### config.mk
export PLATFORM = sky130hd
export DESIGN_NAME = instruction_fetch_unit
export DESIGN_NICKNAME = d
export VERILOG_FILES = /design/src/rtl/fetch_pkg.sv /design/src/rtl/fetch_fifo.sv /design/src/rtl/instruction_fetch_unit.sv
export SDC_FILE = /design/constraint.sdc
export NUM_CORES = 1
export LEC_CHECK = 0
export CAP_MARGIN = 20
export CELL_PAD_IN_SITES_DETAIL_PLACEMENT = 2
export CELL_PAD_IN_SITES_GLOBAL_PLACEMENT = 2
export CORE_AREA = 2 2 199 152
export CTS_CLUSTER_SIZE = 8
export DETAILED_ROUTE_END_ITERATION = 10
export DIE_AREA = 0 0 201 154
export PLACE_DENSITY = 0.79
export SYNTH_ARGS = -nofsm -noshare
export SYNTH_HDL_FRONTEND = slang
export SYNTH_SLANG_ARGS = --single-unit
### constraint.sdc
create_clock -name clk -period 6.9 [get_ports clk]
set_input_delay 1.38 -clock clk [delete_from_list [all_inputs] [get_ports clk]]
set_output_delay 1.38 -clock clk [all_outputs]
set_load 0.005 [all_outputs]
### src/rtl/fetch_pkg.sv
// Shared fetch-stage constants and types: NOP encoding, reset PC, RV32I opcodes
// and the {pc, instr} record carried from fetch to decode.
package fetch_pkg;

    localparam logic [31:0] NOP_INSTR        = 32'h0000_0013;
    localparam logic [31:0] DEFAULT_RESET_PC = 32'h0040_0000;

    typedef enum logic [6:0] {
        OPC_OP_IMM = 7'h13,
        OPC_LOAD   = 7'h03,
        OPC_STORE  = 7'h23,
        OPC_BRANCH = 7'h63,
        OPC_AUIPC  = 7'h17,
        OPC_JAL    = 7'h6F,
        OPC_JALR   = 7'h67
    } opcode_e;

    typedef struct packed {
        logic [31:0] pc;
        logic [31:0] instr;
    } fetch_entry_t;

    function automatic logic [6:0] opcode_of(input logic [31:0] instr);
        return instr[6:0];
    endfunction

endpackage

### src/rtl/fetch_fifo.sv
// Synchronous FIFO of fetched {pc, instr} entries; a pop frees a slot for a
// push in the same cycle even when full. Flush empties it in one cycle.
module fetch_fifo
    import fetch_pkg::*;
#(
    parameter int unsigned DEPTH = 2
) (
    input  logic                       clk_i,
    input  logic                       rst_i,
    input  logic                       push_i,
    input  logic                       pop_i,
    input  logic                       flush_i,
    input  fetch_entry_t               data_i,
    output fetch_entry_t               data_o,
    output logic [$clog2(DEPTH+1)-1:0] count_o,
    output logic                       empty_o,
    output logic                       full_o
);

    localparam int unsigned PW = $clog2(DEPTH);
    localparam int unsigned CW = $clog2(DEPTH + 1);

    fetch_entry_t   mem_q [DEPTH];
    logic [PW-1:0]  rptr_q, rptr_d;
    logic [PW-1:0]  wptr_q, wptr_d;
    logic [CW-1:0]  cnt_q, cnt_d;
    logic           do_pop, do_push;

    assign empty_o = (cnt_q == '0);
    assign full_o  = (cnt_q == CW'(DEPTH));
    assign count_o = cnt_q;
    assign data_o  = mem_q[rptr_q];

    assign do_pop  = pop_i && !empty_o;
    assign do_push = push_i && (!full_o || do_pop);

    always_comb begin
        rptr_d = rptr_q;
        wptr_d = wptr_q;
        cnt_d  = cnt_q;
        if (flush_i) begin
            rptr_d = '0;
            wptr_d = '0;
            cnt_d  = '0;
        end else begin
            if (do_pop)  rptr_d = rptr_q + PW'(1);
            if (do_push) wptr_d = wptr_q + PW'(1);
            cnt_d = cnt_q + CW'(do_push) - CW'(do_pop);
        end
    end

    always_ff @(posedge clk_i or posedge rst_i) begin
        if (rst_i) begin
            rptr_q <= '0;
            wptr_q <= '0;
            cnt_q  <= '0;
        end else begin
            rptr_q <= rptr_d;
            wptr_q <= wptr_d;
            cnt_q  <= cnt_d;
        end
    end

    always_ff @(posedge clk_i) begin
        if (do_push && !flush_i) mem_q[wptr_q] <= data_i;
    end

endmodule

### src/rtl/instruction_fetch_unit.sv
// RV32I fetch stage: owns the PC, issues credit-limited word reads, tags
// returned words with their PCs and buffers them for decode; redirects flush.
module instruction_fetch_unit
    import fetch_pkg::*;
#(
    parameter logic [31:0] RESET_PC   = DEFAULT_RESET_PC,
    parameter int unsigned FIFO_DEPTH = 2
) (
    input  logic        clk,
    input  logic        reset,
    output logic        imem_req_o,
    output logic [31:0] imem_addr_o,
    input  logic        imem_gnt_i,
    input  logic        imem_rvalid_i,
    input  logic [31:0] imem_rdata_i,
    input  logic        redirect_i,
    input  logic [31:0] redirect_pc_i,
    output logic        id_valid_o,
    input  logic        id_ready_i,
    output logic [31:0] id_instr_o,
    output logic [31:0] id_pc_o,
    output logic [6:0]  id_opcode_o
);

    localparam int unsigned CW  = $clog2(2 * FIFO_DEPTH + 1);
    localparam int unsigned FCW = $clog2(FIFO_DEPTH + 1);
    localparam int unsigned TW  = $clog2(FIFO_DEPTH);

    logic [31:0]    pc_q, pc_d;
    logic [CW-1:0]  pend_q, pend_d;
    logic [CW-1:0]  disc_q, disc_d;
    logic [TW-1:0]  tag_wptr_q, tag_wptr_d;
    logic [TW-1:0]  tag_rptr_q, tag_rptr_d;
    logic [31:0]    tag_q [FIFO_DEPTH];

    logic           gnt_acc, disc_hit, push, pop;
    logic [FCW-1:0] fifo_count;
    logic           fifo_empty, fifo_full_unused;
    fetch_entry_t   fifo_in, fifo_head;
    logic           unused_redir_lsbs;

    assign unused_redir_lsbs = ^redirect_pc_i[1:0];

    // Credits cover both FIFO space for live responses and the discard counter,
    // so a response can always be accepted without back-pressure on memory.
    assign imem_req_o  = !reset
                      && ((pend_q + CW'(fifo_count)) < CW'(FIFO_DEPTH))
                      && ((pend_q + disc_q) < CW'(2 * FIFO_DEPTH));
    assign imem_addr_o = pc_q;

    assign gnt_acc  = imem_req_o && imem_gnt_i;
    assign disc_hit = imem_rvalid_i && (disc_q != '0);
    assign push     = imem_rvalid_i && !disc_hit && !redirect_i;
    assign pop      = id_valid_o && id_ready_i && !redirect_i;

    always_comb begin
        pc_d       = pc_q;
        pend_d     = pend_q;
        disc_d     = disc_q;
        tag_wptr_d = tag_wptr_q;
        tag_rptr_d = tag_rptr_q;
        if (redirect_i) begin
            // Every outstanding request becomes a discard, minus any response
            // landing this very cycle (stale or already-counted, it is dropped).
            disc_d     = disc_q + pend_q + CW'(gnt_acc) - CW'(imem_rvalid_i);
            pend_d     = '0;
            tag_wptr_d = '0;
            tag_rptr_d = '0;
            pc_d       = {redirect_pc_i[31:2], 2'b00};
        end else begin
            if (gnt_acc) begin
                pc_d       = pc_q + 32'd4;
                tag_wptr_d = tag_wptr_q + TW'(1);
            end
            if (push) tag_rptr_d = tag_rptr_q + TW'(1);
            pend_d = pend_q + CW'(gnt_acc) - CW'(push);
            disc_d = disc_q - CW'(disc_hit);
        end
    end

    always_ff @(posedge clk or posedge reset) begin
        if (reset) begin
            pc_q       <= RESET_PC;
            pend_q     <= '0;
            disc_q     <= '0;
            tag_wptr_q <= '0;
            tag_rptr_q <= '0;
        end else begin
            pc_q       <= pc_d;
            pend_q     <= pend_d;
            disc_q     <= disc_d;
            tag_wptr_q <= tag_wptr_d;
            tag_rptr_q <= tag_rptr_d;
        end
    end

    always_ff @(posedge clk) begin
        if (gnt_acc && !redirect_i) tag_q[tag_wptr_q] <= pc_q;
    end

    assign fifo_in = '{pc: tag_q[tag_rptr_q], instr: imem_rdata_i};

    fetch_fifo #(
        .DEPTH (FIFO_DEPTH)
    ) u_fifo (
        .clk_i   (clk),
        .rst_i   (reset),
        .push_i  (push),
        .pop_i   (pop),
        .flush_i (redirect_i),
        .data_i  (fifo_in),
        .data_o  (fifo_head),
        .count_o (fifo_count),
        .empty_o (fifo_empty),
        .full_o  (fifo_full_unused)
    );

    assign id_valid_o  = !fifo_empty;
    assign id_instr_o  = id_valid_o ? fifo_head.instr : NOP_INSTR;
    assign id_pc_o     = id_valid_o ? fifo_head.pc : '0;
    assign id_opcode_o = opcode_of(id_instr_o);

endmodule

==> impl.org <==
** Run status
- The run finished with clean final reports.

** Run
- Max-Cap Viols :: 0

** STA
- Final number of hold-violating endpoints :: 0
- Setup repair after global routing missed its margin :: false
- Setup violations remaining at the end of the flow were counted as 0.
- The worst path in the final design needs a cycle of approximately 4.6 ns, including I/O delays and setup.
- In the final timing run, aggregate negative setup slack is 0 ns.
- Relative max-transition margin :: about a third
- Post-route worst setup slack :: roughly 2.3 ns
- The final critical path takes up 67.1% of the cycle.
- Worst-margin pin slew :: ~0.99 ns
- Hold timing on the final database bottoms out at a slack of 0.556 ns.
- Derived from the worst setup path, the maximum achievable clock frequency is ~220 MHz.
- The number of pins with negative max-slew slack in the final report was 0.
- Worst Clk Skew :: 0.0138 ns

** Route
- Via density per instance :: between 4 and 5
- Total via count after detailed routing :: between 5,000 and 6,000
- The count of nets left with antenna violations once routing finished came out at 0.
- Post-route met1 wirelength :: 12,200 um
- Count of routing violations after the opening detailed-route iteration :: about 300
- Mean routed wirelength per cell :: approximately 21 um
- DRC errors left :: 0
- The pre-antenna-repair detailed-routing pass consisted of 4 iterations.
- Detailed-routed wire length on met2 :: 12,300 um
- Wire segments on met3 add up to ~1300 um in the final route.
- Wire length reported by the detailed router :: around 26,000 um
- Highest Signal Layer :: met4

** GRT
- The initial antenna violation count is 0.
- Overflow left after global routing :: 0
- Maximum number of pins on one net before global-route repair :: between 60 and 70
- Global routing used between 10% and 20% of the available tracks.
- First-pass GRT wire length :: 40,900 um
- Via count of the first global-routing pass :: 6,695

** Layout
- Top library cells by usage in the layout, fill and taps aside :: edfxtp_1 (184), clkdlybuf4s50_1 (167), nor2_1 (76)
- Share of cells above drive strength 1 :: between 10% and 20%
- For this run, the post-layout net count is 910.
- Leaving out fill and tap cells, the most frequent cell in the layout is edfxtp_1.
- Counting the fill cells in the layout gives 2,808.
- Sequential cell area :: 6580 um^2
- Final Cell Area :: between 10,000 and 15,000 um^2
- Area of the multi-input gates :: approximately 2600 um^2
- Area Growth Syn to Fin :: 33.0%

** Place
- Placement-stage cell area :: approximately 12,000 um^2
- Pre-CTS worst setup slack :: about 2.2 ns
- Post-DP HPWL :: about 17,000 um
- Input and output buffers added on the ports amount to 168.
- The congestion estimate from routability-driven global placement came to between 0.7 and 0.8.

** Worst setup path
- The critical path is of the in -> out type.
- Startpoint of the most critical register-to-register path :: disc_q[0]
- CP cell instances :: clkdlybuf4s50_1, nor4bb_1, mux2i_1, inv_2, clkdlybuf4s50_1
- Largest delay share family, worst path :: buffers and inverters
- Critical path startpoint :: reset
- Along the worst path, the maximum fanout reaches 18.
- Critical Path RT :: about 5.5 ns
- Data arrival time of the worst path :: around 3.3 ns
- The number of buffers and inverters on the critical path is 3.
- STA classifies the critical path startpoint as an input pin.
- In this design, the stage delay of the slowest critical-path cell is between 0.5 and 0.6 ns.
- The most numerous cell type found on the critical path is clkdlybuf4s50_1.
- Slowest cell on crit path :: clkdlybuf4s50_1
- Category of the worst setup path capture point :: output pin

** Floorplanning
- The die is 201 um wide.
- Number of I/O pins :: ~180
- The die covers 31,000 um^2.
- Once the floorplan was initialized, standard cells occupied between 30% and 40% of the core.
- The core region is around 29,000 um^2.
- The die is roughly 150 um tall.
- The initialized floorplan defines 54 standard-cell rows.

** Pwr
- VDD IR-drop max :: between 0.00015 and 0.0002 V
- Pleak :: about 0.0043 uW
- For this design the ratio of total power to cell area is roughly 330 nW/um^2.

** Synth
- Yosys warning total :: 0
- The synthesized netlist contains 38 unique library cells.
- Share of synthesized flip-flops with an asynchronous set or reset :: 18.6%
- The share of the Yosys chip area taken by registers is 69.7%.
- Number of enable flip-flop cells after synthesis :: about 180
- After technology mapping, the gate count stands at 650.
- Synthesized cell area :: about 9400 um^2
- After synthesis, the mean cell area works out to between 10 and 15 um^2.
- Counting flops and latches in the post-synthesis netlist gives ~230.
- Ys flop type :: edfxtp_1

** Clocking
- CTS H-Tree Depth :: 2
- Clk root buf :: clkbuf_16
- Longest Clk Path Bufs :: 3
- Buffers inserted by post-CTS timing repair :: 0
- CTS Buf Count :: 34
- In this run, post-CTS hold repair placed 0 buffers.
- Post-cts sizing count :: 0
- Clock-pin slew was measured on the worst setup and hold paths at ~0.05 ns.
- At the later pin of the worst-skew pair, clock insertion delay measures roughly 0.50 ns.
- Clock tree from TritonCTS :: done
- CTS saw between 200 and 250 sinks.

** Min path
- HP Start :: tag_q[1][9]
- Worst min-delay path category :: reg -> reg
[stage by stage]
| stage | instances | total power [uW] | utilization [%] |
|---|---|---|---|
| after CTS | 1241 | 4160 | 43.5 |
| after floorplan | 653 | 2140 | - |
| final | 1243 | 4090 | 43.5 |
| after detailed placement | 1181 | 2550 | 39.9 |
| after global placement | 1181 | 2500 | 39.9 |
| after global routing | 1242 | 4310 | 43.5 |
[layout make-up]
| type | count | share of cell area (%) |
|---|---|---|
| repair buffers | 178 | 14.1 |
| flip-flops and latches | 226 | 52.4 |
| multi-input cells | 367 | 20.9 |
| clock inverters | 1 | 0.0698 |
| inverters | 19 | 0.568 |
| well taps | 392 | 3.91 |
| diodes | 1 | 0.0199 |
| clock buffers | 59 | 8.04 |
[sequential cells by signal, indices dropped and copies added, names as in the netlist, 2 cells and up]
signal	flops
tag_q	60
u_fifo.count_o	2
pend_q	3
imem_addr_o	30
u_fifo.mem_q	124
disc_q	3
[where the power goes]
group	switching [uW]	internal, uW
clock network	583	984
logic	420	402
registers	94.5	1610
total	1100	3000
[final timing paths]
path / to / slack [ns] / depth (start not counted)
hold / removal: u_fifo.mem_q[1][41] / 0.56 / 1
setup reg to reg: disc_q[2] / 2.84 / 15
setup / recovery: imem_req_o / 2.27 / 5
min in group asynchronous: imem_addr_o[13] / 1.28 / 2
max in group asynchronous: imem_addr_o[22] / 4.81 / 3
hold reg to reg: u_fifo.mem_q[1][41] / 0.56 / 1
[cells in the mapped netlist (all sizes together) (2+ instances only)]
library cell  number  area, um^2
a211o              3        26.3
a311o              2        20.0
a31oi              5        31.3
and2               6        37.5
and3               9        56.3
and4               3        26.3
buf               20         131
clkbuf            21        78.8
dfrtp             41        1030
edfxtp           184        5530
fa                 4        80.1
ha                10         125
inv               19        71.3
mux2              32         360
mux2i             64         641
nand2             39         146
nand3              8        40.0
nand4             16         100
nor2              77         289
nor2b              3        18.8
nor3               5        25.0
nor3b              2        15.0
nor4               7        43.8
o211a              3        30.0
o21ai             25         125
or3                5        31.3
xnor2             12         105
xor2              19         166
[per-layer routing]
layer | GRT usage [%] | up-vias
li1 | - | 2723
met1 | 23.5 | 3055
met5 | 0 | -
met4 | 4.41 | 0
met3 | 3.96 | 37
met2 | 28.0 | 164
[worst reg2reg max path, cell delays in order, from the launching register on]
cell and delay (ns):
dfrtp_1 0.40, ha_1 0.19, inv_1 0.06, fa_1 0.42
xnor2_1 0.26, mux2i_1 0.41, inv_2 0.28, nand2_1 0.50
inv_1 0.13, ha_1 0.22, fa_1 0.38, xor2_1 0.16
xnor2_1 0.15, nor2_1 0.06, a21oi_1 0.19, xnor2_1 0.17
[kinds of logic after synthesis]
group,count (synthesis),synth area share (%)
DFF,226,69.7
and+or+nand+nor,182,9.02
muxes,96,10.6
buffers and inverters,60,2.98
AOI/OAI and AO/OA,40,2.60
xor gates and xnor gates,31,2.88
adders and majority gates,14,2.17
other,1,0.0397
Power figures use the tool's default switching activity.
==> patch (config.mk and constraints unchanged) <==
The parameter `FIFO_DEPTH` goes from 2 to 4.
--- a/src/rtl/instruction_fetch_unit.sv
+++ b/src/rtl/instruction_fetch_unit.sv
@@ -6,3 +6,3 @@
     parameter logic [31:0] RESET_PC   = DEFAULT_RESET_PC,
-    parameter int unsigned FIFO_DEPTH = 2
+    parameter int unsigned FIFO_DEPTH = 4
 ) (
Check against the original RTL: not equivalent (a bounded check fails within 4 cycles, from zero or initial values and one cycle with reset high).
==> patch against the unedited design <==
The flow now stops in 3_5_place_dp; synthesized cell count is 44% higher; area after synthesis increased by 81%.
==> patch: results <==
[place]
port_buffers = 168
place_hpwl_um = 48200
place_congestion = 0.770

[logic_synthesis]
synth-edff-count = 368
synthDistinctLibCells = 51
yosys_warnings = 0
ys.flop_type = "edfxtp_1"
synthTopCellsByCount = "edfxtp_1, mux4_2, and2_1, dfrtp_1, nand2_1"
synth_area_leaders = "edfxtp_1, mux4_2, dfrtp_1, and2_1, ha_1"
async_flop_share = 0.118
synth-seq-cells = 417
seq_area_frac_synth = 0.719

[status]
status = "stopped before the end"
haltStage = "3_5_place_dp"
firstError = "[ERROR DPL-0033] detailed placement checks failed during check placement."
[patch: changes by cell type after synthesis, sizes merged, moves of 13 or more]
cell | before | now
edfxtp | 184 | 368
mux4 | 0 | 92
mux2i | 64 | 1
and2 | 6 | 65
nor2 | 77 | 29
mux2 | 32 | 6
ha | 10 | 26
inv | 19 | 34
a21oi | 1 | 14
xnor2 | 12 | 25
[patch: cells by family after synthesis]
family,after synthesis,share of synthesized area
flip-flops,417,0.719
AND/OR/NAND/NOR,197,0.0615
adder cells (fa/ha/maj),30,0.0237
XOR/XNOR,37,0.0190
other,1,0.000220
multiplexers,99,0.126
buffers and inverters,93,0.0235
AO/OA/AOI/OAI,65,0.0272
[patch: metrics by stage]
stage | cell area (um^2) | cells | worst slack, ns | hold WS, ns
after global placement | 19100 | 1459 | 1.99 | 0.535
after floorplan | 17100 | 942 | 2.87 | 0.503
